**src/rtl/m2s_pkg.sv**
```systemverilog
// Shared types for the Multi2Sim access sequencer: FSM states, access-type codes, request word.
// No logic; pure declarations and one decode helper.
// Backpressure: not applicable.
package m2s_pkg;

    typedef enum logic [1:0] {
        IDLE  = 2'd0,
        ISSUE = 2'd1,
        STALL = 2'd2,
        DRAIN = 2'd3
    } state_t;

    localparam logic [1:0] ACC_LOAD  = 2'd1;
    localparam logic [1:0] ACC_STORE = 2'd2;

    // Request word carries M2S_ADDR_W address bits; the sequencer's ADDR_W must not exceed it.
    localparam int M2S_ADDR_W = 8;

    typedef struct packed {
        logic [1:0]            mod;
        logic [1:0]            typ;
        logic [M2S_ADDR_W-1:0] addr;
    } req_t;

    function automatic logic is_valid_type(input logic [1:0] t);
        return (t == ACC_LOAD) || (t == ACC_STORE);
    endfunction

endpackage

```
**src/rtl/m2s_req_fifo.sv**
```systemverilog
// Synchronous request FIFO, DEPTH entries, extra pointer bit for full/empty.
// Latency: write visible at head the cycle after push; head read straight from storage flops.
// Backpressure: writes ignored when full, reads ignored when empty.
module m2s_req_fifo #(
    parameter int WIDTH = 12,
    parameter int DEPTH = 4
) (
    input  logic             clk,
    input  logic             rst_n,
    input  logic             wr_vld,
    input  logic [WIDTH-1:0] wr_dat,
    input  logic             rd_vld,
    output logic [WIDTH-1:0] rd_dat,
    output logic             full,
    output logic             empty
);

    localparam int AW = $clog2(DEPTH);

    logic [AW:0]      wr_ptr;
    logic [AW:0]      rd_ptr;
    logic [WIDTH-1:0] mem [DEPTH];

    assign empty  = (wr_ptr == rd_ptr);
    assign full   = (wr_ptr[AW] != rd_ptr[AW]) && (wr_ptr[AW-1:0] == rd_ptr[AW-1:0]);
    assign rd_dat = mem[rd_ptr[AW-1:0]];

    always_ff @(posedge clk or negedge rst_n) begin
        if (!rst_n) begin
            wr_ptr <= '0;
            rd_ptr <= '0;
        end else begin
            if (wr_vld && !full) begin
                wr_ptr <= wr_ptr + (AW+1)'(1);
            end
            if (rd_vld && !empty) begin
                rd_ptr <= rd_ptr + (AW+1)'(1);
            end
        end
    end

    // Storage needs no reset: emptiness is defined by the pointers alone.
    always_ff @(posedge clk) begin
        if (wr_vld && !full) begin
            mem[wr_ptr[AW-1:0]] <= wr_dat;
        end
    end

endmodule

```
**src/rtl/m2s_access_sequencer.sv**
```systemverilog
// Sequences buffered memory requests to the Multi2Sim bridge; optional counters under M2S_ACCESS_STATS_EN.
// Latency: request accepted in cycle N is presented on acc_* in cycle N+1 at the earliest.
// Backpressure: req_ready drops when FIFO full or draining; issue limited by MAX_OUTSTANDING.
module m2s_access_sequencer
    import m2s_pkg::*;
#(
    parameter int DEPTH           = 4,
    parameter int ADDR_W          = 8,
    parameter int MAX_OUTSTANDING = 4
) (
    input  logic              clk,
    input  logic              rst_n,
    input  logic              req_valid,
    output logic              req_ready,
    input  logic [1:0]        req_mod,
    input  logic [1:0]        req_type,
    input  logic [ADDR_W-1:0] req_addr,
    output logic              acc_valid,
    input  logic              acc_ready,
    output logic [1:0]        acc_mod,
    output logic [1:0]        acc_type,
    output logic [ADDR_W-1:0] acc_addr,
    input  logic              done_pulse,
    input  logic              flush_req,
    output logic              flush_done,
    output logic [3:0]        outstanding,
    output logic [1:0]        err
`ifdef M2S_ACCESS_STATS_EN
    ,
    output logic [31:0]       stat_issued,
    output logic [31:0]       stat_completed,
    output logic [31:0]       stat_stall_cycles
`endif
);

    localparam logic [3:0] MAX_Q = 4'(MAX_OUTSTANDING);
    localparam logic [4:0] MAX_W = 5'(MAX_OUTSTANDING);

    state_t     state_q, state_d;
    logic       rdy_en_q;
    logic       drained_q;
    logic       acc_valid_q;
    req_t       acc_q;
    logic [3:0] out_q;
    logic [1:0] err_q;

    req_t       req_in, fifo_head, load_dat;
    logic       fifo_full, fifo_empty, fifo_push, fifo_pop;
    logic       accept, push_ok, drop, issue, done_eff;
    logic       can_load, bypass, load, all_empty, pending;
    logic       flush_done_c;
    logic [4:0] occ;

    assign req_in = '{mod: req_mod, typ: req_type, addr: M2S_ADDR_W'(req_addr)};

    assign accept   = req_valid && req_ready;
    assign push_ok  = accept && is_valid_type(req_type);
    assign drop     = accept && !is_valid_type(req_type);
    assign issue    = acc_valid_q && acc_ready;
    assign done_eff = done_pulse && (out_q != 4'd0);

    // Occupancy counts the held access as if already issued, and credits this cycle's completion.
    assign occ      = {1'b0, out_q} + {4'd0, acc_valid_q} - {4'd0, done_eff};
    assign can_load = (!acc_valid_q || acc_ready) && (occ < MAX_W);

    // With the FIFO empty, an accepted request goes straight into the output register.
    assign fifo_pop  = can_load && !fifo_empty;
    assign bypass    = can_load && fifo_empty && push_ok;
    assign fifo_push = push_ok && !bypass;
    assign load      = fifo_pop || bypass;
    assign load_dat  = fifo_empty ? req_in : fifo_head;

    assign all_empty = fifo_empty && !acc_valid_q && (out_q == 4'd0);
    assign pending   = !fifo_empty || acc_valid_q || push_ok;

    m2s_req_fifo #(
        .WIDTH ($bits(req_t)),
        .DEPTH (DEPTH)
    ) u_fifo (
        .clk    (clk),
        .rst_n  (rst_n),
        .wr_vld (fifo_push),
        .wr_dat (req_in),
        .rd_vld (fifo_pop),
        .rd_dat (fifo_head),
        .full   (fifo_full),
        .empty  (fifo_empty)
    );

    always_comb begin
        state_d      = state_q;
        flush_done_c = 1'b0;
        case (state_q)
            IDLE: begin
                if (push_ok) state_d = ISSUE;
            end
            ISSUE: begin
                if ((out_q == MAX_Q) && pending) state_d = STALL;
                else if (all_empty && !push_ok)  state_d = IDLE;
            end
            STALL: begin
                if (done_pulse) state_d = ISSUE;
            end
            DRAIN: begin
                if (all_empty) begin
                    state_d      = IDLE;
                    flush_done_c = !drained_q;
                end
            end
            default: state_d = IDLE;
        endcase
        if (flush_req && (state_q != DRAIN)) state_d = DRAIN;
    end

    always_ff @(posedge clk or negedge rst_n) begin
        if (!rst_n) begin
            state_q     <= IDLE;
            rdy_en_q    <= 1'b0;
            drained_q   <= 1'b0;
            acc_valid_q <= 1'b0;
            acc_q       <= '0;
            out_q       <= 4'd0;
            err_q       <= 2'b00;
        end else begin
            state_q  <= state_d;
            rdy_en_q <= 1'b1;
            // Suppresses repeat flush_done pulses while flush_req stays high with no new work.
            if (!flush_req || push_ok) drained_q <= 1'b0;
            else if (flush_done_c)     drained_q <= 1'b1;
            if (load) begin
                acc_valid_q <= 1'b1;
                acc_q       <= load_dat;
            end else if (acc_ready) begin
                acc_valid_q <= 1'b0;
            end
            out_q <= out_q + {3'd0, issue} - {3'd0, done_eff};
            if (done_pulse && (out_q == 4'd0)) err_q[0] <= 1'b1;
            if (drop)                          err_q[1] <= 1'b1;
        end
    end

    assign req_ready   = rdy_en_q && !fifo_full && (state_q != DRAIN);
    assign acc_valid   = acc_valid_q;
    assign acc_mod     = acc_q.mod;
    assign acc_type    = acc_q.typ;
    assign acc_addr    = ADDR_W'(acc_q.addr);
    assign flush_done  = flush_done_c;
    assign outstanding = out_q;
    assign err         = err_q;

`ifdef M2S_ACCESS_STATS_EN
    always_ff @(posedge clk or negedge rst_n) begin
        if (!rst_n) begin
            stat_issued       <= '0;
            stat_completed    <= '0;
            stat_stall_cycles <= '0;
        end else begin
            if (issue && (stat_issued != '1))                    stat_issued       <= stat_issued + 32'd1;
            if (done_eff && (stat_completed != '1))              stat_completed    <= stat_completed + 32'd1;
            if ((state_q == STALL) && (stat_stall_cycles != '1)) stat_stall_cycles <= stat_stall_cycles + 32'd1;
        end
    end
`endif

endmodule

```
**config.mk**
```make
export PLATFORM = sky130hd
export DESIGN_NAME = m2s_access_sequencer
export DESIGN_NICKNAME = d
export VERILOG_FILES = /design/src/rtl/m2s_pkg.sv /design/src/rtl/m2s_req_fifo.sv /design/src/rtl/m2s_access_sequencer.sv
export SDC_FILE = /design/constraint.sdc
export NUM_CORES = 1
export LEC_CHECK = 0
export BUFFER_PORTS_ARGS = -buffer_cell sky130_fd_sc_hd__buf_2
export CORE_UTILIZATION = 50
export CTS_CLUSTER_DIAMETER = 150
export DETAILED_ROUTE_END_ITERATION = 6
export GPL_ROUTABILITY_DRIVEN = 0
export PLACE_DENSITY_LB_ADDON = 0.1
export SYNTH_ARGS = -nofsm -noshare
export SYNTH_HDL_FRONTEND = slang
export SYNTH_SLANG_ARGS = --single-unit
export TNS_END_PERCENT = 50
```
**constraint.sdc**
```tcl
create_clock -name clk -period 6 [get_ports clk]
set_clock_uncertainty 0.2 [all_clocks]
set_input_delay 0.6 -clock clk [delete_from_list [all_inputs] [get_ports clk]]
set_output_delay 0.6 -clock clk [all_outputs]
set_load 0.005 [all_outputs]
```
# --- Word-level counts from Yosys, hierarchy flattened ---
# Memories as Yosys holds them, arrays and structs flattened.
# Index checks and enable logic that the tools add are counted.
totals:
  ff_bits: 29
  ram_bits: 48
  in_bits: 18
  out_inout_bits: 21
  wordCells: 91
  mem_count: 1
memory_table:
  columns: ["memory", "depth", "width", "read_ports", "rd_clocked_by_memory_dff", "write_ports", "line", "source"]
  rows:
  - ["u_fifo.mem", 4, 12, 1, 0, 1, "m2s_req_fifo.sv:22", "logic [WIDTH-1:0] mem [DEPTH];"]
classes:
  addsub: 6
  magnitude_cmp: 1
  n_eq_ne: 14
  mux: 16
  reduce_logical: 41
ops:
  columns: ["operator", "count"]
  rows:
  - ["$logic_and A1 B1 Y1", 21]
  - ["$mux W12", 1]
  - ["$mux W2", 6]
  - ["$ne A3 B3 Y1 const B", 3]
  - ["$logic_not A1 Y1", 8]
  - ["$mux W1", 8]
  - ["$pmux W2 S4", 1]
  - ["$add A3 B1 Y3 const B", 2]
  - ["$eq A2 B2 Y1 const B", 3]
  - ["$logic_or A1 B1 Y1", 6]
  - ["$add A4 B1 Y5", 1]
  - ["$lt A5 B3 Y1 const B", 1]
  - ["$sub A5 B1 Y5", 1]
  - ["$add A4 B1 Y4", 1]
  - ["$eq A2 B1 Y1 const B", 2]
  - ["$eq A4 B3 Y1 const B", 1]
  - ["$logic_not A4 Y1", 1]
  - ["$ne A4 B4 Y1 const B", 1]
  - ["$reduce_and A4 Y1", 1]
  - ["$reduce_bool A2 Y1", 2]
  - ["$reduce_bool A4 Y1", 1]
  - ["$sub A4 B1 Y4", 1]
  - ["$eq A3 B3 Y1", 1]
  - ["$eq A2 B2 Y1", 1]
  - ["other kinds (3)", 3]

# --- Longest topological paths before layout ---
# Gate-level depths: netlist (run 1).
logic_depth:
  ltp_word: 13
  ltp_mapped: 11
  mapped_depth_nobuf: 10

# --- Modules after synthesis ---
# A second synthesis (run 1) with hierarchy kept.
hier_totals:
  cells_unflattened: 248
  hier_area_um2: 3699.8
by_module_without_submodules:
  columns: ["module", "instances", "cells_per_inst", "area_each_um2", "seq_area_each_um2"]
  rows:
  - ["m2s_req_fifo", 1, 115, 2263.4, 1591.5]
  - ["m2s_access_sequencer", 1, 133, 1436.4, 575.6]

# --- Worst setup path before layout (run 1) ---
# No wires, ideal clock.
synth_timing:
  path_kind: "register to register"
  start: "reg out_q[2], in the netlist outstanding[2]"
  end: "mem u_fifo.mem[3][0], enable pin"
  setup_time_ns: 0.409
  t_arrival_ns: 2.968
  required_time_ns: 5.391
  slack_ns: 2.422
  stages_incl_launch_ff: 10
  path_buffers: 0
  period_less_slack_ns: 3.578
  path_cell_list: "dfrtp_1 inv_1 ha_1 nand2b_1 nand2_1 ha_1 a21oi_1 o31ai_4 xnor2_2 a311oi_1"
synth_between:
  elab_chain_len: 12
  word_cells_on_any_way: 13
  classes_between: "add/sub (2); order compare (1); mux (2); reduce/logical (8)"
synth_lines:
  columns: ["item", "line", "source"]
  rows:
  - ["start, declared", "m2s_access_sequencer.sv:44", "logic [3:0] out_q;"]
  - ["start signal, assigned", "m2s_access_sequencer.sv:136", "out_q <= out_q + {3'd0, issue} - {3'd0, done_eff};"]
  - ["branches (longest 2 deep; another with $add A4 B1 Y5)", null, null]
  - ["$sub A5 B1 Y5 (*)", "m2s_access_sequencer.sv:63", "assign occ = {1'b0, out_q} + {4'd0, acc_valid_q} - {4'd0, done_eff};"]
  - ["$lt A5 B3 Y1 (*)", "m2s_access_sequencer.sv:64", "assign can_load = (!acc_valid_q || acc_ready) && (occ < MAX_W);"]
  - ["$logic_and A1 B1 Y1 (*)", "m2s_access_sequencer.sv:64", null]
  - ["$logic_and A1 B1 Y1 (*) (2 in series)", "m2s_access_sequencer.sv:68", "assign bypass = can_load && fifo_empty && push_ok;"]
  - ["$logic_not A1 Y1 (*)", "m2s_access_sequencer.sv:69", "assign fifo_push = push_ok && !bypass;"]
  - ["$logic_and A1 B1 Y1 (*)", "m2s_access_sequencer.sv:69", null]
  - ["$logic_and A1 B1 Y1 (*)", "m2s_req_fifo.sv:44", "if (wr_vld && !full) begin"]
  - ["$mux W1 (*)", "m2s_req_fifo.sv:44", null]
  - ["$mux W1 (not written as such) (*)", "m2s_req_fifo.sv:45", "mem[wr_ptr[AW-1:0]] <= wr_dat;"]
  - ["end, declared", "m2s_req_fifo.sv:22", null]
# Every way passes the cells marked *.

# --- Worst setup path after layout (run 1) ---
layout_timing:
  start: "reg out_q[3], in the netlist outstanding[3]"
  end: "mem u_fifo.mem[2][9], enable pin"
# The elaborated chain is that of the path after synthesis.

==> results by group, run 1 <==
Die
  – Core area: 6790 um^2
  – Die area: 7370 um^2
  – Die Height: 85.8 um
  – Row cnt: 30
  – I/O pins: 39
  – Die X-Extent: 85.8 um
  – Initial Util: 0.517

Yosys
  – Count of different cell masters after synthesis: 45
  – Asr flop ratio synth: 0.377
  – Cell Area, Synth: 3510 um^2
  – Synth Flop Type: edfxtp_1
  – Yosys reg bits: 77
  – Post-synthesis sequential area ratio: 0.617
  – Synth Warn #: 0
  – Post-synth EDFFs: 48
  – Synth area leader: edfxtp_1
  – Syn_nets: 268
  – Syn_area_per_cell: 14.8 um^2
  – Yosys top cell area share: 0.410
  – Area contributors post-synth: edfxtp_1 41%, dfrtp_1 21%, mux4_2 7.7%, nand2_1 4.8%, ha_1 3.9%
  – Cell count after synthesis: 238

Placed design
  – IO buf count: 38
  – HPWL Detailed: 3960 um
  – Cell area after placement: 3810 um^2
  – Pre-CTS setup slack: 2.50 ns

Detailed routing
  – Total length of routed met3 wires: 143 um
  – Routed WL per cell: 16.0 um
  – WL met1: 3140 um
  – DRT antenna net count: 0
  – DR pass1 iterations: 4
  – Uppermost layer routed: met4
  – Routed WL: 6150 um
  – Vias: 1,921
  – DRC: 0
  – Drt via density: 5.00
  – Initial DRC Count: 175
  – Met2 Routed Length: 2820 um

STA
  – Hold Vio Cnt, Final: 0
  – Worst-Margin Slew: 0.893 ns
  – Max Slew Vio Count: 0
  – Final setup fails: 0
  – Relative slew slack: 0.405
  – Setup WS post-layout: 2.56 ns
  – Setup TNS: 0 ns
  – Crit share post-route: 0.573
  – Final Critical Period: 3.44 ns
  – Max Freq: 291 MHz
  – Setup repair after global routing missed its margin: false

Critical path
  – CP Launch Point: outstanding[3]$_DFF_PN0_
  – CP Data Arrival Time: 3.22 ns
  – Critical R2R Launch: outstanding[3]$_DFF_PN0_
  – Worst setup path category: reg2reg
  – Worst R2R Setup Slack: 2.56 ns
  – Critical Path Sink: u_fifo.mem[2][9]$_DFFE_PP_
  – Worst Setup End Kind: flip-flop
  – Startpoint types: flip-flop
  – RR Endpoint: u_fifo.mem[2][9]$_DFFE_PP_
  – Crit path max fanout: 12
  – Required @ worst endpoint: 5.78 ns
  – Reg2Reg Depth: 10

Run
  – Max Cap Viol: 0

Min path
  – HP Class: in2async

Layout
  – Fin util: 0.588
  – Synthesis-to-finish area growth: 13.6%
  – Design area: 3990 um^2
  – ANT cells: 0
  – Ratio of cells with drive above 1 in the final layout: 0.323
  – Final #Nets: 313

Clocking
  – Post-CTS Setup Bufs: 0
  – Cts bufs inserted: 9
  – H-tree depth: 3
  – CTS Hold Buffers Added: 0
  – PostCTS Resize Cnt: 0
  – Clk_lat worst skew: 0.34 ns
  – Max Root-Sink Buffers: 2
  – TritonCTS clock tree: yes
  – Root Driver: clkbuf_8
  – Clk slew on worst S/H paths: 0.09 ns
  – CTS sink count: 77

GRT
  – Initial antenna violation count: 0
  – Vias in the first global route: 1,925
  – Global-route wire length before repair: 10,000 um
  – Grt ovf: 0
  – Tot GR Track Use: 0.188
  – Largest net degree at the start of global routing: 30

Power
  – Leakage: 1.68 nW
  – Power, Total: 2.01 mW
  – Peak supply drop: 0.263 mV
  – Pwr dens: 504 nW/um^2

Run status
  – Status: complete, no violations
[per-stage QoR]
stage / hold slack (ns) / cells
after global placement: 0.236 / 368
after global routing: 0.143 / 384
after floorplan: 0.104 / 238
final: 0.113 / 384
after detailed placement: 0.252 / 368
after CTS: 0.113 / 384
[cells by family (layout without fill, tap and decap cells)]
| kind of cell | after synthesis | after routing | share of synthesized area |
|---|---|---|---|
| other | 1 | 1 | 0.00107 |
| buffers and inverters | 17 | 67 | 0.0210 |
| adder cells (fa/ha/maj) | 12 | 12 | 0.0449 |
| multiplexers | 26 | 26 | 0.131 |
| XOR/XNOR | 12 | 12 | 0.0320 |
| flip-flops | 77 | 77 | 0.617 |
| AO/OA/AOI/OAI | 19 | 19 | 0.0523 |
| AND/OR/NAND/NOR | 74 | 74 | 0.101 |
[synthesized netlist by cell type, types with 2 or more instances]
master,number
buf_2,2
a31oi_1,2
nand2_1,45
a211oi_1,2
a21o_1,4
edfxtp_1,48
ha_1,11
dfrtp_1,29
nand3_1,2
clkbuf_1,3
a21oi_1,2
xnor2_1,8
nor2b_1,3
inv_1,11
nand2b_1,3
nor2_1,6
mux2_4,9
and2_1,3
mux4_2,12
nand4_1,2
mux2_2,5
xor2_1,3
[metal layers]
metal  track usage  vias up
li1              -      957
met1         0.277      930
met2         0.269       32
met3        0.0491        2
met4        0.0727        0
met5             0        -
[cell type report]
| cell class | count | area [um^2] |
|---|---|---|
| Inverter | 11 | 41.3 |
| Sequential cell | 77 | 2170 |
| Clock buffer | 9 | 124 |
| Clock inverter | 7 | 56.3 |
| Timing Repair Buffer | 40 | 205 |
| Fill cell | 546 | 2800 |
| Tap cell | 96 | 120 |
| Multi-Input combinational cell | 144 | 1280 |
[sequential cells by signal (all words and copies together), names as in the netlist]
name / count
u_fifo.rd_ptr: 3
err: 2
rdy_en_q: 1
u_fifo.mem: 48
state_q: 2
outstanding: 4
acc_addr: 8
acc_type: 2
u_fifo.wr_ptr: 3
drained_q: 1
acc_mod: 2
acc_valid: 1
[critical path: stages, from the launching register on]
cell	delay [ns]
dfrtp_1	0.38
inv_1	0.14
ha_1	0.25
nand2b_1	0.13
nand2_1	0.09
ha_1	0.22
a21oi_1	0.40
o31ai_4	0.12
xnor2_2	0.20
a31oi_1	0.40
and2_1	0.56
[worst min-delay path by stage]
stage                     slack, ns  cells after the start                 endpoint
after floorplan                0.10                      0  acc_addr[0]$_DFFE_PN0P_
after global placement         0.24                      1       err[1]$_DFFE_PN0P_
after detailed placement       0.25                      1       err[1]$_DFFE_PN0P_
after CTS                      0.11                      1  acc_addr[3]$_DFFE_PN0P_
after global routing           0.14                      1  acc_addr[3]$_DFFE_PN0P_
final                          0.11                      1  acc_addr[3]$_DFFE_PN0P_
[cells in the final DEF (no fill, tap or decap), types with 3 or more instances in the layout]
| cell type | n |
|---|---|
| a21o_1 | 4 |
| and2_1 | 3 |
| buf_2 | 38 |
| clkbuf_8 | 9 |
| dfrtp_1 | 29 |
| edfxtp_1 | 48 |
| ha_1 | 11 |
| inv_1 | 11 |
| inv_6 | 3 |
| mux2_2 | 5 |
| mux2_4 | 9 |
| mux4_2 | 12 |
| nand2_1 | 45 |
| nand2b_1 | 3 |
| nor2_1 | 6 |
| nor2b_1 | 3 |
| xnor2_1 | 8 |
| xor2_1 | 3 |
[where the power goes]
part / leakage [nW] / internal (mW) / total, mW / switching (mW)
clock: 0.0906 / 0.155 / 0.357 / 0.202
combinational: 0.815 / 0.463 / 0.893 / 0.430
sequential: 0.774 / 0.658 / 0.764 / 0.106
total: 1.68 / 1.28 / 2.01 / 0.738
No activity file was read; power rests on OpenSTA's default activity.
==> run 2, diff against run 1 <==
==> constraint.sdc (replaced) <==
create_clock -name clk -period 3.06 [get_ports clk]
set_clock_uncertainty 0.2 [all_clocks]
set_input_delay 0.306 -clock clk [delete_from_list [all_inputs] [get_ports clk]]
set_output_delay 0.306 -clock clk [all_outputs]
set_load 0.005 [all_outputs]
==> results by group, run 2 (same netlist as run 1, synthesis figures left out) <==
Layout
  – FILL cells: 526 (-3.7%)
  – Largest register FFs: 48 (unchanged)
  – Ratio of cells with drive above 1 in the final layout: 0.359 (+0.0358)
  – Most frequent cells in the layout: 48 x edfxtp_1, 45 x nand2_1, 38 x buf_2
  – Final #Nets: 340 (+8.6%)
  – Commonest non-fill, non-tap cell in the layout: edfxtp_1
  – Design area: 4250 um^2 (+6.5%)
  – ANT cells: 0 (unchanged)
  – Synthesis-to-finish area growth: 21.0%

STA
  – Max Slew Vio Count: 0 (unchanged)
  – Final setup fails: 0 (unchanged)
  – Hold Vio Cnt, Final: 0 (unchanged)
  – Crit share post-route: 0.947 (+0.374)
  – Final Critical Period: 2.90 ns (-0.541 ns)
  – Setup TNS: 0 ns (unchanged)
  – Setup repair after global routing missed its margin: true
  – Worst-Margin Slew: 0.710 ns (-0.182 ns)
  – Relative slew slack: 0.526 (+0.122)
  – Setup WS post-layout: 0.163 ns (-2.40 ns)
  – Max Freq: 345 MHz (+19%)

Placed design
  – IO buf count: 38 (unchanged)
  – HPWL Detailed: 4310 um (+8.8%)
  – Pre-CTS setup slack: -0.0994 ns (-2.60 ns)
  – Cell area after placement: 3950 um^2 (+3.5%)

Min path
  – HP Start: req_type[0]
  – Hold Path End: u_fifo.mem[1][8]$_DFFE_PP_
  – HP Class: in2reg
  – Hold Path Depth: 1

GRT
  – Met2 Use GR: 0.327 (+0.0582)
  – Vias in the first global route: 2,087 (+8.4%)
  – Global-route wire length before repair: 10,400 um (+3.2%)
  – Met3 global-route usage: 0.0356 (-0.0135)
  – Busiest grt layer: met2
  – Met1 Usage GRT: 0.249 (-0.0276)
  – Largest net degree at the start of global routing: 30 (unchanged)
  – Initial antenna violation count: 0 (unchanged)
  – Tot GR Track Use: 0.194 (+0.00581)
  – Grt ovf: 0 (unchanged)

Critical path
  – Crit-path cells: inv_1, ha_1, nand2b_1, nand2_1, ha_1, a21oi_2, o31ai_4, xnor2_2, a31oi_1, and2_2
  – Required @ worst endpoint: 2.87 ns (-2.91 ns)
  – Largest delay share family, worst path: compound AO/OA/AOI/OAI gates
  – Crit path buf inv count: 1 (unchanged)
  – Reg2Reg Depth: 10 (unchanged)
  – Startpoint types: flip-flop
  – CP Data Arrival Time: 2.71 ns (-0.51 ns)
  – Delay of the slowest critical-path stage: 0.40 ns (-0.16 ns)
  – Critical R2R Launch: outstanding[2]$_DFF_PN0_
  – Worst R2R Setup Slack: 0.16 ns (-2.40 ns)
  – Most used cell, CP: ha_1
  – Worst Setup End Kind: flip-flop
  – Worst setup path category: reg2reg
  – Critical Path Slowest Stage Cell: and2_2
  – Crit path max fanout: 12 (unchanged)
  – RR Endpoint: u_fifo.mem[1][11]$_DFFE_PP_

Detailed routing
  – Routed WL: 6480 um (+5.4%)
  – Routed WL per cell: 15.8 um (-1.5%)
  – Initial DRC Count: 69 (-61%)
  – Drt via density: 5.19 (+3.8%)
  – DRC: 0 (unchanged)
  – Vias: 2,134 (+11%)
  – DR pass1 iterations: 4 (unchanged)
  – DRT antenna net count: 0 (unchanged)

Die
  – I/O pins: 39 (unchanged)
  – Row cnt: 30 (unchanged)
  – Die X-Extent: 85.8 um (unchanged)
  – Die area: 7370 um^2 (unchanged)
  – Initial Util: 0.517 (unchanged)
  – Die Height: 85.8 um (unchanged)
  – Core area: 6790 um^2 (unchanged)

Clocking
  – Cts bufs inserted: 9 (unchanged)
  – Root Driver: clkbuf_8
  – H-tree depth: 3 (unchanged)
  – TritonCTS clock tree: yes
  – Clk slew on worst S/H paths: 0.09 ns (about the same)
  – Max Root-Sink Buffers: 2 (unchanged)
  – Clk_lat worst skew: 0.34 ns (about the same)
  – CTS sink count: 77 (unchanged)

Power
  – Pwr dens: 992 nW/um^2 (+97%)
  – Leakage: 1.81 nW (+7.6%)
  – Peak supply drop: 0.478 mV (+82%)

Run status
  – Status: complete, no violations

Run
  – Max Cap Viol: 0 (unchanged)
==> run 2: cell types whose count changed in the layout (fill, tap and decap cells not counted), moves of 2 or more <==
cell,change
buf_4,+16
clkinv_4,-2
and2_1,-3
and2_2,+2
dlygate4sd3_1,+11
==> run 2: per-layer routing <==
layer / part of all wire / vias to the layer above / wire length (um)
met5: 0 / - / 0
met4: 0.012 / 0 / 76
met3: 0.035 / 7 / 229
met2: 0.49 / 52 / 3160
met1: 0.47 / 1061 / 3010
li1: - / 1014 / -
==> run 2: timing repair <==
| action | in CTS | in global routing |
|---|---|---|
| resized for setup | 2 | 2 |
| setup endpoints to repair | 24 | 61 |
| hold endpoints to repair | 67 | 0 |
| hold buffers | 11 | 0 |
| buffers inserted | 0 | 0 |
| pin swaps | 0 | 0 |
==> run 2: how the worst max path moves through the flow <==
stage	depth (start not counted)	endpoint	slack [ns]	from
after global placement	10	u_fifo.mem[2][1]$_DFFE_PP_	-0.04	outstanding[2]$_DFF_PN0_
after detailed placement	10	u_fifo.mem[2][0]$_DFFE_PP_	-0.1	outstanding[2]$_DFF_PN0_
after floorplan	10	u_fifo.mem[1][0]$_DFFE_PP_	-0.04	outstanding[2]$_DFF_PN0_
after CTS	10	u_fifo.mem[0][2]$_DFFE_PP_	0.04	outstanding[2]$_DFF_PN0_
after global routing	10	u_fifo.mem[1][11]$_DFFE_PP_	-0.04	outstanding[2]$_DFF_PN0_
final	10	u_fifo.mem[1][11]$_DFFE_PP_	0.16	outstanding[2]$_DFF_PN0_
==> run 2: per-stage QoR <==
stage	total power, mW	hold slack (ns)	utilization	cells
floorplan	2.91	-0.190	-	238
global placement	3.49	0.199	0.581	384
detailed placement	3.51	0.200	0.581	384
CTS	4.25	0.0224	0.625	411
global route	4.51	0.0269	0.626	411
finish	4.22	0.0315	0.626	411
==> run 2: power by group <==
part           internal, mW  total, mW  switching (mW)
logic                  1.07       2.09            1.02
registers              1.29       1.40           0.112
clock network         0.313      0.728           0.415
total                  2.67       4.22            1.55
==> run 2: final cells by class <==
type | count | area [um^2] | area share
Sequential cell | 77 | 2170 | 0.509
Multi-Input combinational cell | 144 | 1300 | 0.306
Timing Repair Buffer | 67 | 435 | 0.102
Clock buffer | 9 | 124 | 0.0291
Tap cell | 96 | 120 | 0.0282
Clock inverter | 7 | 66.3 | 0.0156
Inverter | 11 | 41.3 | 0.00971
==> run 2: worst register-to-register path: cells and delay by family (launching register included) <==
kind	cells	cell delay, ns
adders and majority gates	2	0.51
xor gates and xnor gates	1	0.16
buffers and inverters	1	0.07
and+or+nand+nor	3	0.56
DFF	1	0.37
AOI/OAI and AO/OA	3	0.69
==> run 3, diff against run 2 <==
--- a/config.mk
+++ b/config.mk
@@ -11,6 +11,7 @@
 export DETAILED_ROUTE_END_ITERATION = 6
 export GPL_ROUTABILITY_DRIVEN = 0
 export PLACE_DENSITY_LB_ADDON = 0.1
+export SETUP_SLACK_MARGIN = 0.2
 export SYNTH_ARGS = -nofsm -noshare
 export SYNTH_HDL_FRONTEND = slang
 export SYNTH_SLANG_ARGS = --single-unit
==> results by group, run 3 (same netlist as run 1, synthesis figures left out) <==
Clocking
  – Clk slew on worst S/H paths: 0.08 ns (about the same)
  – CTS sink count: 77 (unchanged)
  – TritonCTS clock tree: yes
  – Root Driver: clkbuf_8
  – Post-CTS Setup Bufs: 0 (unchanged)
  – Cts bufs inserted: 9 (unchanged)
  – Clk_lat worst skew: 0.34 ns (about the same)
  – H-tree depth: 3 (unchanged)
  – Max Root-Sink Buffers: 2 (unchanged)

Detailed routing
  – Vias: 2,005 (-6.0%)
  – DRT antenna net count: 0 (unchanged)
  – Initial DRC Count: 107 (+55%)
  – Drt via density: 5.01 (-3.5%)
  – DR pass1 iterations: 4 (unchanged)
  – DRC: 0 (unchanged)
  – Routed WL per cell: 16.0 um (+1.8%)
  – Routed WL: 6420 um (-0.93%)

GRT
  – Initial antenna violation count: 0 (unchanged)
  – Largest net degree at the start of global routing: 30 (unchanged)
  – Tot GR Track Use: 0.194 (about the same)
  – Global-route wire length before repair: 10,400 um (+0.20%)
  – Grt ovf: 0 (unchanged)
  – Vias in the first global route: 2,014 (-3.5%)

Critical path
  – Crit path max fanout: 7 (-5)
  – CP Data Arrival Time: 2.59 ns (-0.12 ns)
  – Startpoint types: flip-flop
  – Worst Setup End Kind: flip-flop
  – Worst setup path category: reg2reg
  – Required @ worst endpoint: 2.91 ns (+0.04 ns)

STA
  – Hold Vio Cnt, Final: 0 (unchanged)
  – Relative slew slack: 0.522 (-0.00436)
  – Final setup fails: 0 (unchanged)
  – Max Slew Vio Count: 0 (unchanged)
  – Crit share post-route: 0.895 (-0.0516)
  – Setup TNS: 0 ns (unchanged)
  – Setup repair after global routing missed its margin: false
  – Max Freq: 365 MHz (+5.8%)
  – Final Critical Period: 2.74 ns (-0.158 ns)
  – Worst-Margin Slew: 0.717 ns (+0.00655 ns)
  – Setup WS post-layout: 0.321 ns (+0.158 ns)

Run status
  – Status: complete, no violations

Layout
  – Most frequent cells in the layout: 48 x edfxtp_1, 45 x nand2_1, 38 x buf_2
  – Ratio of cells with drive above 1 in the final layout: 0.362 (+0.00311)
  – Design area: 4250 um^2 (-0.12%)
  – Largest register FFs: 48 (unchanged)
  – Final #Nets: 329 (-3.2%)
  – FILL cells: 522 (-0.76%)
  – Synthesis-to-finish area growth: 20.9%
  – ANT cells: 0 (unchanged)
  – Commonest non-fill, non-tap cell in the layout: edfxtp_1

Die
  – Die area: 7370 um^2 (unchanged)
  – Die Height: 85.8 um (unchanged)
  – Row cnt: 30 (unchanged)
  – Core area: 6790 um^2 (unchanged)
  – I/O pins: 39 (unchanged)
  – Initial Util: 0.517 (unchanged)
  – Die X-Extent: 85.8 um (unchanged)

Power
  – Pwr dens: 1030 nW/um^2 (+3.8%)
  – Leakage: 1.78 nW (-1.3%)
  – Peak supply drop: 0.479 mV (+0.23%)

Placed design
  – IO buf count: 38 (unchanged)
  – HPWL Detailed: 4380 um (+1.6%)
  – Pre-CTS setup slack: 0.0814 ns (+0.181 ns)
  – Cell area after placement: 3900 um^2 (-1.2%)

Run
  – Max Cap Viol: 0 (unchanged)

Min path
  – HP Class: in2reg
## run 3: cell types whose count changed in the layout (fill, tap and decap cells not counted), moves of 3 or more
cell,before,now
inv_6,4,0
dlygate4sd3_1,11,7
bufinv_16,0,3
buf_4,18,9
## run 3: report_power, final
group          internal, mW  switching (mW)
Combinational          1.04            1.01
Clock                 0.542           0.359
Sequential             1.29           0.130
Total                  2.87            1.50
## run 3: worst max-delay path, stage by stage (launching register included)
cell,delay (ns)
dfrtp_1,0.39
inv_2,0.07
ha_4,0.17
nand2b_1,0.08
nand2_1,0.06
ha_2,0.20
a211oi_4,0.28
o31ai_4,0.12
xnor2_2,0.16
buf_4,0.17
a311oi_4,0.34
buf_6,0.19
## run 3: metrics by stage
stage	utilization	std cells	hold WS [ns]	total power, mW
final	0.625	400	0.0107	4.37
after global placement	0.574	377	0.202	3.41
after detailed placement	0.574	377	0.209	3.44
after global routing	0.625	400	0.00351	4.66
after CTS	0.621	400	0.00366	4.37
after floorplan	-	238	-0.190	2.92
## run 3: what timing repair did
item | CTS | global route
hold buffers | 7 | 0
resized for setup | 4 | 9
endpoints found under the hold margin | 50 | 0
pin swaps | 0 | 3
endpoints found under the setup margin | 44 | 62
## run 3: worst paths after layout
check,startpoint,endpoint,slack (ns),cells past startpoint
max,outstanding[2]$_DFF_PN0_,u_fifo.mem[3][9]$_DFFE_PP_,0.32,11
min,req_addr[5],u_fifo.mem[0][5]$_DFFE_PP_,0.01,1
max reg2reg,outstanding[2]$_DFF_PN0_,u_fifo.mem[3][9]$_DFFE_PP_,0.32,11
min reg2reg,err[1]$_DFFE_PN0P_,err[1]$_DFFE_PN0P_,0.25,1
max in group asynchronous,rst_n,acc_addr[2]$_DFFE_PN0P_,1.84,2
min in group asynchronous,rst_n,outstanding[1]$_DFF_PN0_,0.36,2
## run 3: per-layer routing
layer | vias up | track usage | part of all wire
met5 | - | 0 | 0
met4 | 0 | 0.0652 | 0.014
met3 | 8 | 0.0558 | 0.045
met2 | 50 | 0.308 | 0.47
met1 | 966 | 0.259 | 0.47
li1 | 981 | - | -
## run 3: cell type report
cell class	count	area [um^2]	area share
clock buffer	10	128	0.0300
clock inverter	6	111	0.0262
inverter	11	41.3	0.00972
multi-input combinational	144	1330	0.313
sequential	77	2170	0.510
tap	96	120	0.0283
timing repair buffer	56	350	0.0824
